$ cat config.mk
export PLATFORM = sky130hd
export DESIGN_NAME = multi_byte_add_sequencer
export DESIGN_NICKNAME = d
export VERILOG_FILES = /design/src/rtl/multi_byte_add_sequencer.sv
export SDC_FILE = /design/constraint.sdc
export NUM_CORES = 1
export LEC_CHECK = 0
export BUFFER_PORTS_ARGS = -buffer_cell sky130_fd_sc_hd__buf_2
export CAP_MARGIN = 5
export CELL_PAD_IN_SITES_DETAIL_PLACEMENT = 1
export CELL_PAD_IN_SITES_GLOBAL_PLACEMENT = 1
export CORE_ASPECT_RATIO = 1.5
export CORE_MARGIN = 3
export CORE_UTILIZATION = 40
export CTS_CLUSTER_DIAMETER = 30
export DETAILED_ROUTE_END_ITERATION = 8
export PLACE_DENSITY = 0.81
export SLEW_MARGIN = 20
export SYNTH_ARGS = -nofsm -noshare
export SYNTH_HDL_FRONTEND = slang
export SYNTH_SLANG_ARGS = --single-unit
$ cat constraint.sdc
create_clock -name clk -period 5.2 [get_ports clk]
set_clock_uncertainty 0.05 [all_clocks]
set_input_delay 1.04 -clock clk [delete_from_list [all_inputs] [get_ports clk]]
set_output_delay 1.04 -clock clk [all_outputs]
set_load 0.05 [all_outputs]
$ cat src/rtl/multi_byte_add_sequencer.sv
// ============================================================================
// Module      : multi_byte_add_sequencer
// Description : Wide add/subtract sequenced LSB-first through one 8-bit
//               ripple-carry slice, one byte per clock.
// Revision    : 1.0 - initial release
// ============================================================================
`default_nettype none

module multi_byte_add_sequencer #(
  parameter int WORDS = 4
) (
  input  logic               clk,
  input  logic               rst,
  input  logic               start_i,
  input  logic               op_sub_i,
  input  logic [8*WORDS-1:0] a_i,
  input  logic [8*WORDS-1:0] b_i,
  output logic               ready_o,
  output logic               busy_o,
  output logic               done_o,
  output logic [8*WORDS-1:0] result_o,
  output logic               cout_o,
  output logic               ovf_o
);

  localparam int W     = 8 * WORDS;
  localparam int IDX_W = (WORDS > 1) ? $clog2(WORDS) : 1;

  typedef enum logic [1:0] {
    S_IDLE = 2'd0,
    S_RUN  = 2'd1,
    S_DONE = 2'd2
  } state_t;

  state_t           state_q;
  logic [W-1:0]     opa_q;
  logic [W-1:0]     opb_q;
  logic             carry_q;
  logic [IDX_W-1:0] idx_q;
  logic             ready_q;
  logic             busy_q;
  logic             done_q;
  logic [W-1:0]     result_q;
  logic             cout_q;
  logic             ovf_q;

  logic [7:0]       w_a_byte;
  logic [7:0]       w_b_byte;
  logic [7:0]       w_sum;
  logic [8:0]       w_c;

  always_comb begin
    w_a_byte = '0;
    w_b_byte = '0;
    for (int i = 0; i < WORDS; i++) begin
      if (idx_q == IDX_W'(i)) begin
        w_a_byte = opa_q[i*8 +: 8];
        w_b_byte = opb_q[i*8 +: 8];
      end
    end
  end

  // Byte slice: eight full adders, carry-in taken only from the carry register.
  assign w_c[0] = carry_q;

  for (genvar g = 0; g < 8; g++) begin : g_fa
    assign w_sum[g]  = w_a_byte[g] ^ w_b_byte[g] ^ w_c[g];
    assign w_c[g+1]  = (w_a_byte[g] & w_b_byte[g]) | (w_c[g] & (w_a_byte[g] ^ w_b_byte[g]));
  end

  always_ff @(posedge clk) begin
    if (rst) begin
      state_q  <= S_IDLE;
      opa_q    <= '0;
      opb_q    <= '0;
      carry_q  <= 1'b0;
      idx_q    <= '0;
      ready_q  <= 1'b1;
      busy_q   <= 1'b0;
      done_q   <= 1'b0;
      result_q <= '0;
      cout_q   <= 1'b0;
      ovf_q    <= 1'b0;
    end else begin
      case (state_q)
        S_IDLE: begin
          if (start_i) begin
            opa_q   <= a_i;
            opb_q   <= b_i ^ {W{op_sub_i}};
            carry_q <= op_sub_i;
            idx_q   <= '0;
            ready_q <= 1'b0;
            busy_q  <= 1'b1;
            state_q <= S_RUN;
          end
        end
        S_RUN: begin
          for (int i = 0; i < WORDS; i++) begin
            if (idx_q == IDX_W'(i)) begin
              result_q[i*8 +: 8] <= w_sum;
            end
          end
          carry_q <= w_c[8];
          idx_q   <= idx_q + IDX_W'(1);
          if (idx_q == IDX_W'(WORDS - 1)) begin
            cout_q  <= w_c[8];
            // Signed overflow: operands agree in sign but the sum does not.
            ovf_q   <= (w_a_byte[7] ~^ w_b_byte[7]) & (w_sum[7] ^ w_a_byte[7]);
            busy_q  <= 1'b0;
            done_q  <= 1'b1;
            state_q <= S_DONE;
          end
        end
        S_DONE: begin
          done_q  <= 1'b0;
          ready_q <= 1'b1;
          state_q <= S_IDLE;
        end
        default: begin
          state_q <= S_IDLE;
          ready_q <= 1'b1;
          busy_q  <= 1'b0;
          done_q  <= 1'b0;
        end
      endcase
    end
  end

  assign ready_o  = ready_q;
  assign busy_o   = busy_q;
  assign done_o   = done_q;
  assign result_o = result_q;
  assign cout_o   = cout_q;
  assign ovf_o    = ovf_q;

endmodule

`default_nettype wire

# [Word-level counts from Yosys, hierarchy flattened]
# Cells that the tools add are included.
[word_totals] regBits=106 input_bits=68 output_inout_bits=37 elab_cells=104
[classes] add_sub_neg=1 eq_ne=7 n_mux=22 bitwise=47 n_reduce_logical=13
[op_table] cell="$mux W8" count=8
[op_table] cell="$xor A32 B32 Y32" count=1
[op_table] cell="$reduce_and A2 Y1" count=9
[op_table] cell="$and A1 B1 Y1" count=17
[op_table] cell="$xor A1 B1 Y1" count=17
[op_table] cell="$or A1 B1 Y1" count=8
[op_table] cell="$pmux W2 S2" count=2
[op_table] cell="$eq A2 B2 Y1 const B" count=3
[op_table] cell="$mux W2" count=3
[op_table] cell="$pmux W1 S2" count=3
[op_table] cell="$mux W1" count=5
[op_table] cell="$eq A2 B1 Y1 const B" count=2
[op_table] cell="$logic_not A2 Y1" count=2
[op_table] cell="$ne A2 B2 Y1 const B" count=2
[op_table] cell="$not A1 Y1" count=3
[op_table] cell="$pmux W1 S3" count=1
[op_table] cell="$reduce_and A3 Y1" count=1
[op_table] cell="$add A2 B1 Y2 const B" count=1
[op_table] cell="$reduce_bool A2 Y1" count=1
[op_table] cell="$xnor A1 B1 Y1" count=1

# [Logic depth before layout (Yosys ltp)]
# Gate-level depths: netlist of the first run.
[logic_depth] word_depth=23 depth_mapped=20 ltp_nobuf=19

# [Worst setup path before layout of the first run]
# No wires, ideal clock.
[synth_timing] path_kind="reg2reg" from="register idx_q[0]" to="register ovf_q, in the netlist ovf_o" setup_ps=96 arrival_time_ps=4603 required_ps=5054 slack_ps=451 path_stages_with_launch=21 synth_period_minus_slack_ps=4749 path_cell_list="dfxtp_1 > inv_1 > ha_1 > buf_2 > clkbuf_1 > a221oi_1 > nor3_1 > a21oi_1 > fa_1 > fa_1 > inv_1 > fa_1 > inv_1 > fa_1 > fa_1 > fa_1 > fa_1 > inv_1 > fa_1 > xnor2_1 > o41ai_2"
[synth_between] elab_chain_len=23
[synth_lines] item="start: declaration" line="39" rtl="logic [IDX_W-1:0] idx_q;"
[synth_lines] item="start signal: assignment" line="104" rtl="idx_q <= idx_q + IDX_W'(1);"
[synth_lines] item="$logic_not A2 Y1" line="56" rtl="if (idx_q == IDX_W'(i)) begin"
[synth_lines] item="$mux W8 (4 in series)" line="56"
[synth_lines] item="$xor A1 B1 Y1" line="68" rtl="assign w_c[g+1] = (w_a_byte[g] & w_b_byte[g]) | (w_c[g] & (w_a_byte[g] ^ w_b_byte[g]));"
[synth_lines] item="$and A1 B1 Y1" line="68"
[synth_lines] item="$or A1 B1 Y1" line="68"
[synth_lines] item="$and A1 B1 Y1" line="68"
[synth_lines] item="$or A1 B1 Y1" line="68"
[synth_lines] item="$and A1 B1 Y1" line="68"
[synth_lines] item="[... 5 more ...]"
[synth_lines] item="$and A1 B1 Y1" line="68"
[synth_lines] item="$or A1 B1 Y1" line="68"
[synth_lines] item="$and A1 B1 Y1" line="68"
[synth_lines] item="$or A1 B1 Y1" line="68"
[synth_lines] item="$xor A1 B1 Y1 (*)" line="67" rtl="assign w_sum[g] = w_a_byte[g] ^ w_b_byte[g] ^ w_c[g];"
[synth_lines] item="net w_sum[7]" line="49" rtl="logic [7:0] w_sum;"
[synth_lines] item="$xor A1 B1 Y1 (*)" line="108" rtl="ovf_q <= (w_a_byte[7] ~^ w_b_byte[7]) & (w_sum[7] ^ w_a_byte[7]);"
[synth_lines] item="$and A1 B1 Y1 (*)" line="108"
[synth_lines] item="end signal: assignment" line="108"
[synth_lines] item="end: declaration" line="45" rtl="logic ovf_q;"
# Mark *: on every way through the listed nets, which the timed path passes. The rest lies on a longest branch.
# A chain may end at the register's enable or synchronous reset.

# [Final worst setup path of the first run]
# Same ends and word-level chain as after synthesis.

==> run metrics, run 1 <==
net switching power figure=561 µW; vias in the first global route=4234; CP required=5400 ps; Final HPWL DP=9.56 mm; largest net degree at the start of global routing=~110; most numerous cell on the critical path=fa_1; GR Util All Layers=0.201; vias per cell=~5.3; Max Root-Sink Buffers=2; num rows=48; layout cells sized above 1=0.216; worst-path cell chain=inv_1 -> ha_2 -> buf_6 -> a221oi_1 -> nor3_1 -> a21oi_1 -> fa_1 -> fa_1 -> inv_1 -> fa_1 -> inv_1 -> fa_1 -> fa_1 -> fa_1 -> fa_1 -> inv_1 -> fa_2 -> xnor2_1 -> o41ai_2; net count reported at finish=between 700 and 800; RSZ-0062 raised after global routing=false; final WL=13.1 mm; Post-CTS Setup Bufs=0; Setup-failing EPs final=0; Power Density=about 340 mW/mm²; die area=0.0134 mm²; status=finished clean; Switching Fraction=0.290; antenna violations before repair=0; design area=0.00564 mm²; number of routed nets with antenna violations=0; critical path fanouts, max=15; Initial Util=0.413; number of DRC markers in iteration 0=179; commonest non-fill, non-tap cell in the layout=dfxtp_1; Yosys warning total=0; Worst EP arrival=slightly above 5000 ps; Die Y=140 µm; root buffer cell=clkbuf_16; setup tns final=0 ps; IO Count=105; leakage=2.21 nW; EDFF count, synth=0; per-cell routed wire length=16.7 µm; Pint=approximately 1.4 mW; Peak VDD IR=0.181 mV; CP max stage delay=490 ps; post-route clock period utilization=0.956; PortBufs=104; clock slew at reported path FFs=70 ps; Slew Limit Headroom=0.401; core box area=about 0.012 mm²; Final Max Slew Viols=0; FMAX=~200 MHz; final RePlAce weighted congestion=0.831; Seq pwr share=0.464; register area share after synthesis=0.441; 1st-pass router iterations=4; CTS H-tree depth=3; Final Hold Viols=0; Top FF cell, synth=dfxtp_1; Clock Sinks=between 100 and 150; Slew @ Worst Pin=898 ps; clock buffer count from CTS=9; Mapped Nets=638; register bit count reported by yosys=about 110; async set-reset flop share out of synthesis=0; first-pass GRT wire length=between 20 and 25 mm; WS Path Type=flop to flop; MaxCap Viol Count=0; vias=roughly 4200; antenna fix cells=0; most frequent cells in the layout=dfxtp_1, buf_2, nand2_1; CTS tree=done; Critical Path Slowest Stage Cell=fa_2; Area growth, synth to finish=17.3%; Worst Hold Class=flop to flop; Mapped Area=0.00481 mm²; DRC viols=0; element type at the critical path end=flop; clock insertion delay at the later pin of the skew report=350 ps; placed cell areas=0.00531 mm²; startpoint types=flop; Die Width=about 96 µm; GRT overflow=0; cell count after synthesis=between 500 and 600; power share of the combinational group=0.182; minimum clock period=around 5000 ps; Mapped Avg Cell Area=8.63 µm²; number of library cell types mapped by synthesis=29; Clk pwr share=0.354
[power groups by stage]
stage / logic, mW / registers [mW] / clock network (mW)
floorplan: 0.216 / 0.942 / 0
CTS: 0.350 / 0.896 / 0.699
finish: 0.351 / 0.896 / 0.684
global route: 0.391 / 0.901 / 0.734
global placement: 0.334 / 0.912 / 0
detailed placement: 0.348 / 0.915 / 0
[area by class of cell]
class                   count  area [µm²]
clock buffers               9         225
clock inverters             7        75.1
fillers                  1438        6010
inverters                   8        30.0
multi-input cells         392        2400
flip-flops and latches    106        2120
well taps                 150         188
repair buffers            113         606
[state kept, by name, indices dropped and copies added (netlist names)]
signal / cells
done_o: 1
cout_o: 1
ready_o: 1
state_q: 2
carry_q: 1
idx_q: 2
opb_q: 32
result_o: 32
ovf_o: 1
busy_o: 1
opa_q: 32
[path summary, 6_finish.rpt]
kind	end	start	depth (start not counted)	slack, ps
worst min register to register	opa_q[19]$_SDFFE_PP0P_	opa_q[19]$_SDFFE_PP0P_	2	410
worst min-delay path	opa_q[19]$_SDFFE_PP0P_	opa_q[19]$_SDFFE_PP0P_	2	410
worst max register to register	ovf_o$_SDFFE_PP0P_	idx_q[0]$_SDFFE_PP0P_	19	230
worst max-delay path	ovf_o$_SDFFE_PP0P_	idx_q[0]$_SDFFE_PP0P_	19	230
[per-stage QoR]
step	total power [mW]	setup WS, ps	instances	hold WS (ps)	utilization
after detailed placement	1.26	163	768	400	0.456
final	1.93	229	785	413	0.484
after global placement	1.25	401	768	393	0.456
after CTS	1.94	143	784	410	0.481
after global routing	2.03	1.46	785	432	0.484
after floorplan	1.16	451	557	382	-
[repair_timing]
item,in CTS,in global routing
setup endpoints to repair,0,1
resized for setup,0,5
hold buffers,0,0
[critical path, delay by kind of cell, from the launching register on]
| family | cells | cell delay [ps] |
|---|---|---|
| DFF | 1 | 360 |
| buffers and inverters | 5 | 500 |
| AOI/OAI and AO/OA | 3 | 380 |
| xor gates and xnor gates | 1 | 170 |
| and+or+nand+nor | 1 | 160 |
| adders and majority gates | 9 | 3260 |
[Yosys cell counts, types with 4 or more instances]
cell / number / share of area
a211oi_1: 58 / 0.091
a21oi_1: 57 / 0.059
a221oi_1: 12 / 0.022
and2_1: 4 / 0.0052
buf_2: 22 / 0.023
buf_4: 4 / 0.0062
buf_6: 5 / 0.012
clkbuf_1: 18 / 0.014
dfxtp_1: 106 / 0.44
fa_1: 8 / 0.033
ha_1: 5 / 0.013
inv_1: 8 / 0.0062
mux2i_1: 7 / 0.015
nand2_1: 79 / 0.062
nand3b_1: 6 / 0.0094
nor2_1: 72 / 0.056
nor2b_1: 26 / 0.034
nor3_1: 13 / 0.014
o21ai_0: 4 / 0.0042
xnor2_1: 33 / 0.060
[cells by family after synthesis]
logic type | share of synthesized area
AOI/OAI and AO/OA | 0.187
xor gates and xnor gates | 0.0601
adders and majority gates | 0.0463
buffers and inverters | 0.0627
DFF | 0.441
muxes | 0.0146
and+or+nand+nor | 0.188
[layer usage]
| metal | up-vias | part of all wire | global-route usage |
|---|---|---|---|
| met1 | 1988 | 0.41 | 0.234 |
| met5 | - | 0 | 0 |
| met4 | 0 | 0.028 | 0.0840 |
| li1 | 2044 | - | - |
| met2 | 108 | 0.52 | 0.349 |
| met3 | 24 | 0.042 | 0.0425 |
Power figures use the tool's default switching activity.
==> run 2: changes to the inputs <==
--- a/config.mk
+++ b/config.mk
@@ -12,3 +12,3 @@
 export CORE_ASPECT_RATIO = 1.5
-export CORE_MARGIN = 3
+export CORE_MARGIN = 2
 export CORE_UTILIZATION = 40
==> constraint.sdc (replaced) <==
create_clock -name clk -period 5.2 [get_ports clk]
set_clock_uncertainty 0.05 [all_clocks]
set_input_delay 0.26 -clock clk [delete_from_list [all_inputs] [get_ports clk]]
set_output_delay 0.26 -clock clk [all_outputs]
set_load 0.05 [all_outputs]
==> run 2 against run 1 <==
Compared with the run above: hold slack lost 310 ps; total power grew 0.12%; combinational power is essentially flat; maximum frequency grew 0.42%; routed wire length shrank 2.0%; flip-flop and latch count is the same; global-route usage is essentially flat; non-clock buffer count grew 2.
==> run metrics, run 2 (synthesized netlist as in run 1, its figures left out) <==
fin cells=790 (+0.64%); Post-CTS Resized=0 (unchanged); MaxCap Viol Count=0 (unchanged); largest net degree at the start of global routing=108 (unchanged); antenna violations before repair=0 (unchanged); net switching power figure=559 µW (-0.32%); net count reported at finish=713 (+0.28%); vias per cell=5.10 (-3.8%); layout cells sized above 1=0.214 (-0.00225); num rows=49 (+2.1%); Switching Fraction=0.289 (-0.00127); final RePlAce weighted congestion=0.849 (+2.2%); DRC viols=0 (unchanged); Overall Power=1.93 mW (+0.12%); GR Util All Layers=0.201 (about the same); status=finished clean; GRT overflow=0 (unchanged); Final Hold Viols=0 (unchanged); number of DRC markers in iteration 0=131 (-27%); Clk pwr share=0.354 (about the same); Pint=1.37 mW (+0.30%); element type at the critical path end=flop; WS Path Type=flop to flop; antenna fix cells=0 (unchanged); clock slew at reported path FFs=70 ps (about the same); final WL=12.8 mm (-2.0%); leakage=2.24 nW (+1.3%); number of routed nets with antenna violations=0 (unchanged); critical path fanouts, max=7 (-8); root buffer cell=clkbuf_16; most frequent cells in the layout=dfxtp_1, buf_2, nand2_1; Final Max Slew Viols=0 (unchanged); startpoint types=flop; Placed Cells incl. Taps=773 (+0.65%); commonest non-fill, non-tap cell in the layout=dfxtp_1; post-route clock period utilization=0.952 (-0.00399); Post-CTS Setup Bufs=0 (unchanged); Die Y=138 µm (-1.4%); clock insertion delay at the later pin of the skew report=350 ps (about the same); Area growth, synth to finish=17.8%; PortBufs=104 (unchanged); IO Count=105 (unchanged); RSZ-0062 raised after global routing=false; CP required=5390 ps (about the same); Initial Util=0.406 (-0.00633); CTS tree=done; PnR worst setup slack=249 ps (+20.8 ps); Worst Hold Class=input port to flop; per-cell routed wire length=16.3 µm (-2.6%); Clock Sinks=106 (unchanged); Max Root-Sink Buffers=2 (unchanged); Power Density=341 mW/mm² (-0.32%); 1st-pass router iterations=4 (unchanged); Slew @ Worst Pin=904 ps (+5.80 ps); die area=0.0129 mm² (-3.5%); post-place setup slack=200 ps (+37.8 ps); Die Width=93.5 µm (-2.1%); setup tns final=0 ps (unchanged); cts-stage hold buffer count=0 (unchanged); FMAX=202 MHz (+0.42%); clock buffer count from CTS=9 (unchanged); vias=4030 (-3.2%); vias in the first global route=4158 (-1.8%); first-pass GRT wire length=20.7 mm (-2.0%); core box area=0.0118 mm² (+1.6%); CTS H-tree depth=3 (unchanged); Slew Limit Headroom=0.397 (-0.00451); Worst EP arrival=5140 ps (-30 ps); Seq pwr share=0.463 (about the same); final core utilization=0.479 (-0.00531); minimum clock period=4950 ps (-20.8 ps); Setup-failing EPs final=0 (unchanged); power share of the combinational group=0.182 (about the same); Final HPWL DP=9.38 mm (-1.8%); Peak VDD IR=0.151 mV (-16%)
## run 2: changes by cell type in the layout (fill, tap and decap cells not counted), sizes merged
cell | previous run | this run
buf | 113 | 115
clkbuf | 9 | 11
clkinvlp | 3 | 1
## run 2: critical path, cell delays in order, from the launching register on
cell and delay (ps):
dfxtp_2 380, inv_1 80, ha_1 280, nor2b_1 170, nor3_2 170, a21oi_1 90
fa_1 410, fa_1 380, inv_1 80, fa_1 160, inv_1 60, fa_1 400
fa_1 390, fa_1 400, fa_1 370, inv_1 80, fa_1 490, xnor2_1 180
o41ai_2 230
## run 2: path summary, 6_finish.rpt
path	from	endpoint	slack (ps)	cells past startpoint
hold reg to reg	opa_q[0]$_SDFFE_PP0P_	opa_q[0]$_SDFFE_PP0P_	410	2
setup / recovery	idx_q[0]$_SDFFE_PP0P_	ovf_o$_SDFFE_PP0P_	250	18
setup reg to reg	idx_q[0]$_SDFFE_PP0P_	ovf_o$_SDFFE_PP0P_	250	18
hold / removal	a_i[19]	opa_q[19]$_SDFFE_PP0P_	100	3
## run 2: final cells by class
class / instances / area [µm²]
clock buffers: 11 / 233
clock inverters: 5 / 62.6
fillers: 1429 / 6170
inverters: 8 / 30.0
multi-input cells: 392 / 2390
flip-flops and latches: 106 / 2120
well taps: 153 / 191
repair buffers: 115 / 633
## run 2: stage by stage
step                      cell area (µm²)  hold slack (ps)
final                                5670             98.6
after global routing                 5670              107
after CTS                            5630             94.7
after detailed placement             5340              398
after global placement               5320              395
after floorplan                      4810              346
## run 2: metal layers
| layer | wire length [µm] | GRT usage |
|---|---|---|
| met4 | 250 | 0.0656 |
| met5 | 0 | 0 |
| met2 | 6620 | 0.356 |
| met1 | 5560 | 0.245 |
| met3 | 413 | 0.0332 |
## run 2: power groups by stage
stage,clock network (mW),registers [mW],logic (mW)
6_report,0.685,0.896,0.352
5_1_grt,0.729,0.901,0.389
4_1_cts,0.692,0.896,0.354
3_5_place_dp,0,0.914,0.349
3_3_place_gp,0,0.912,0.336
2_1_floorplan,0,0.942,0.216
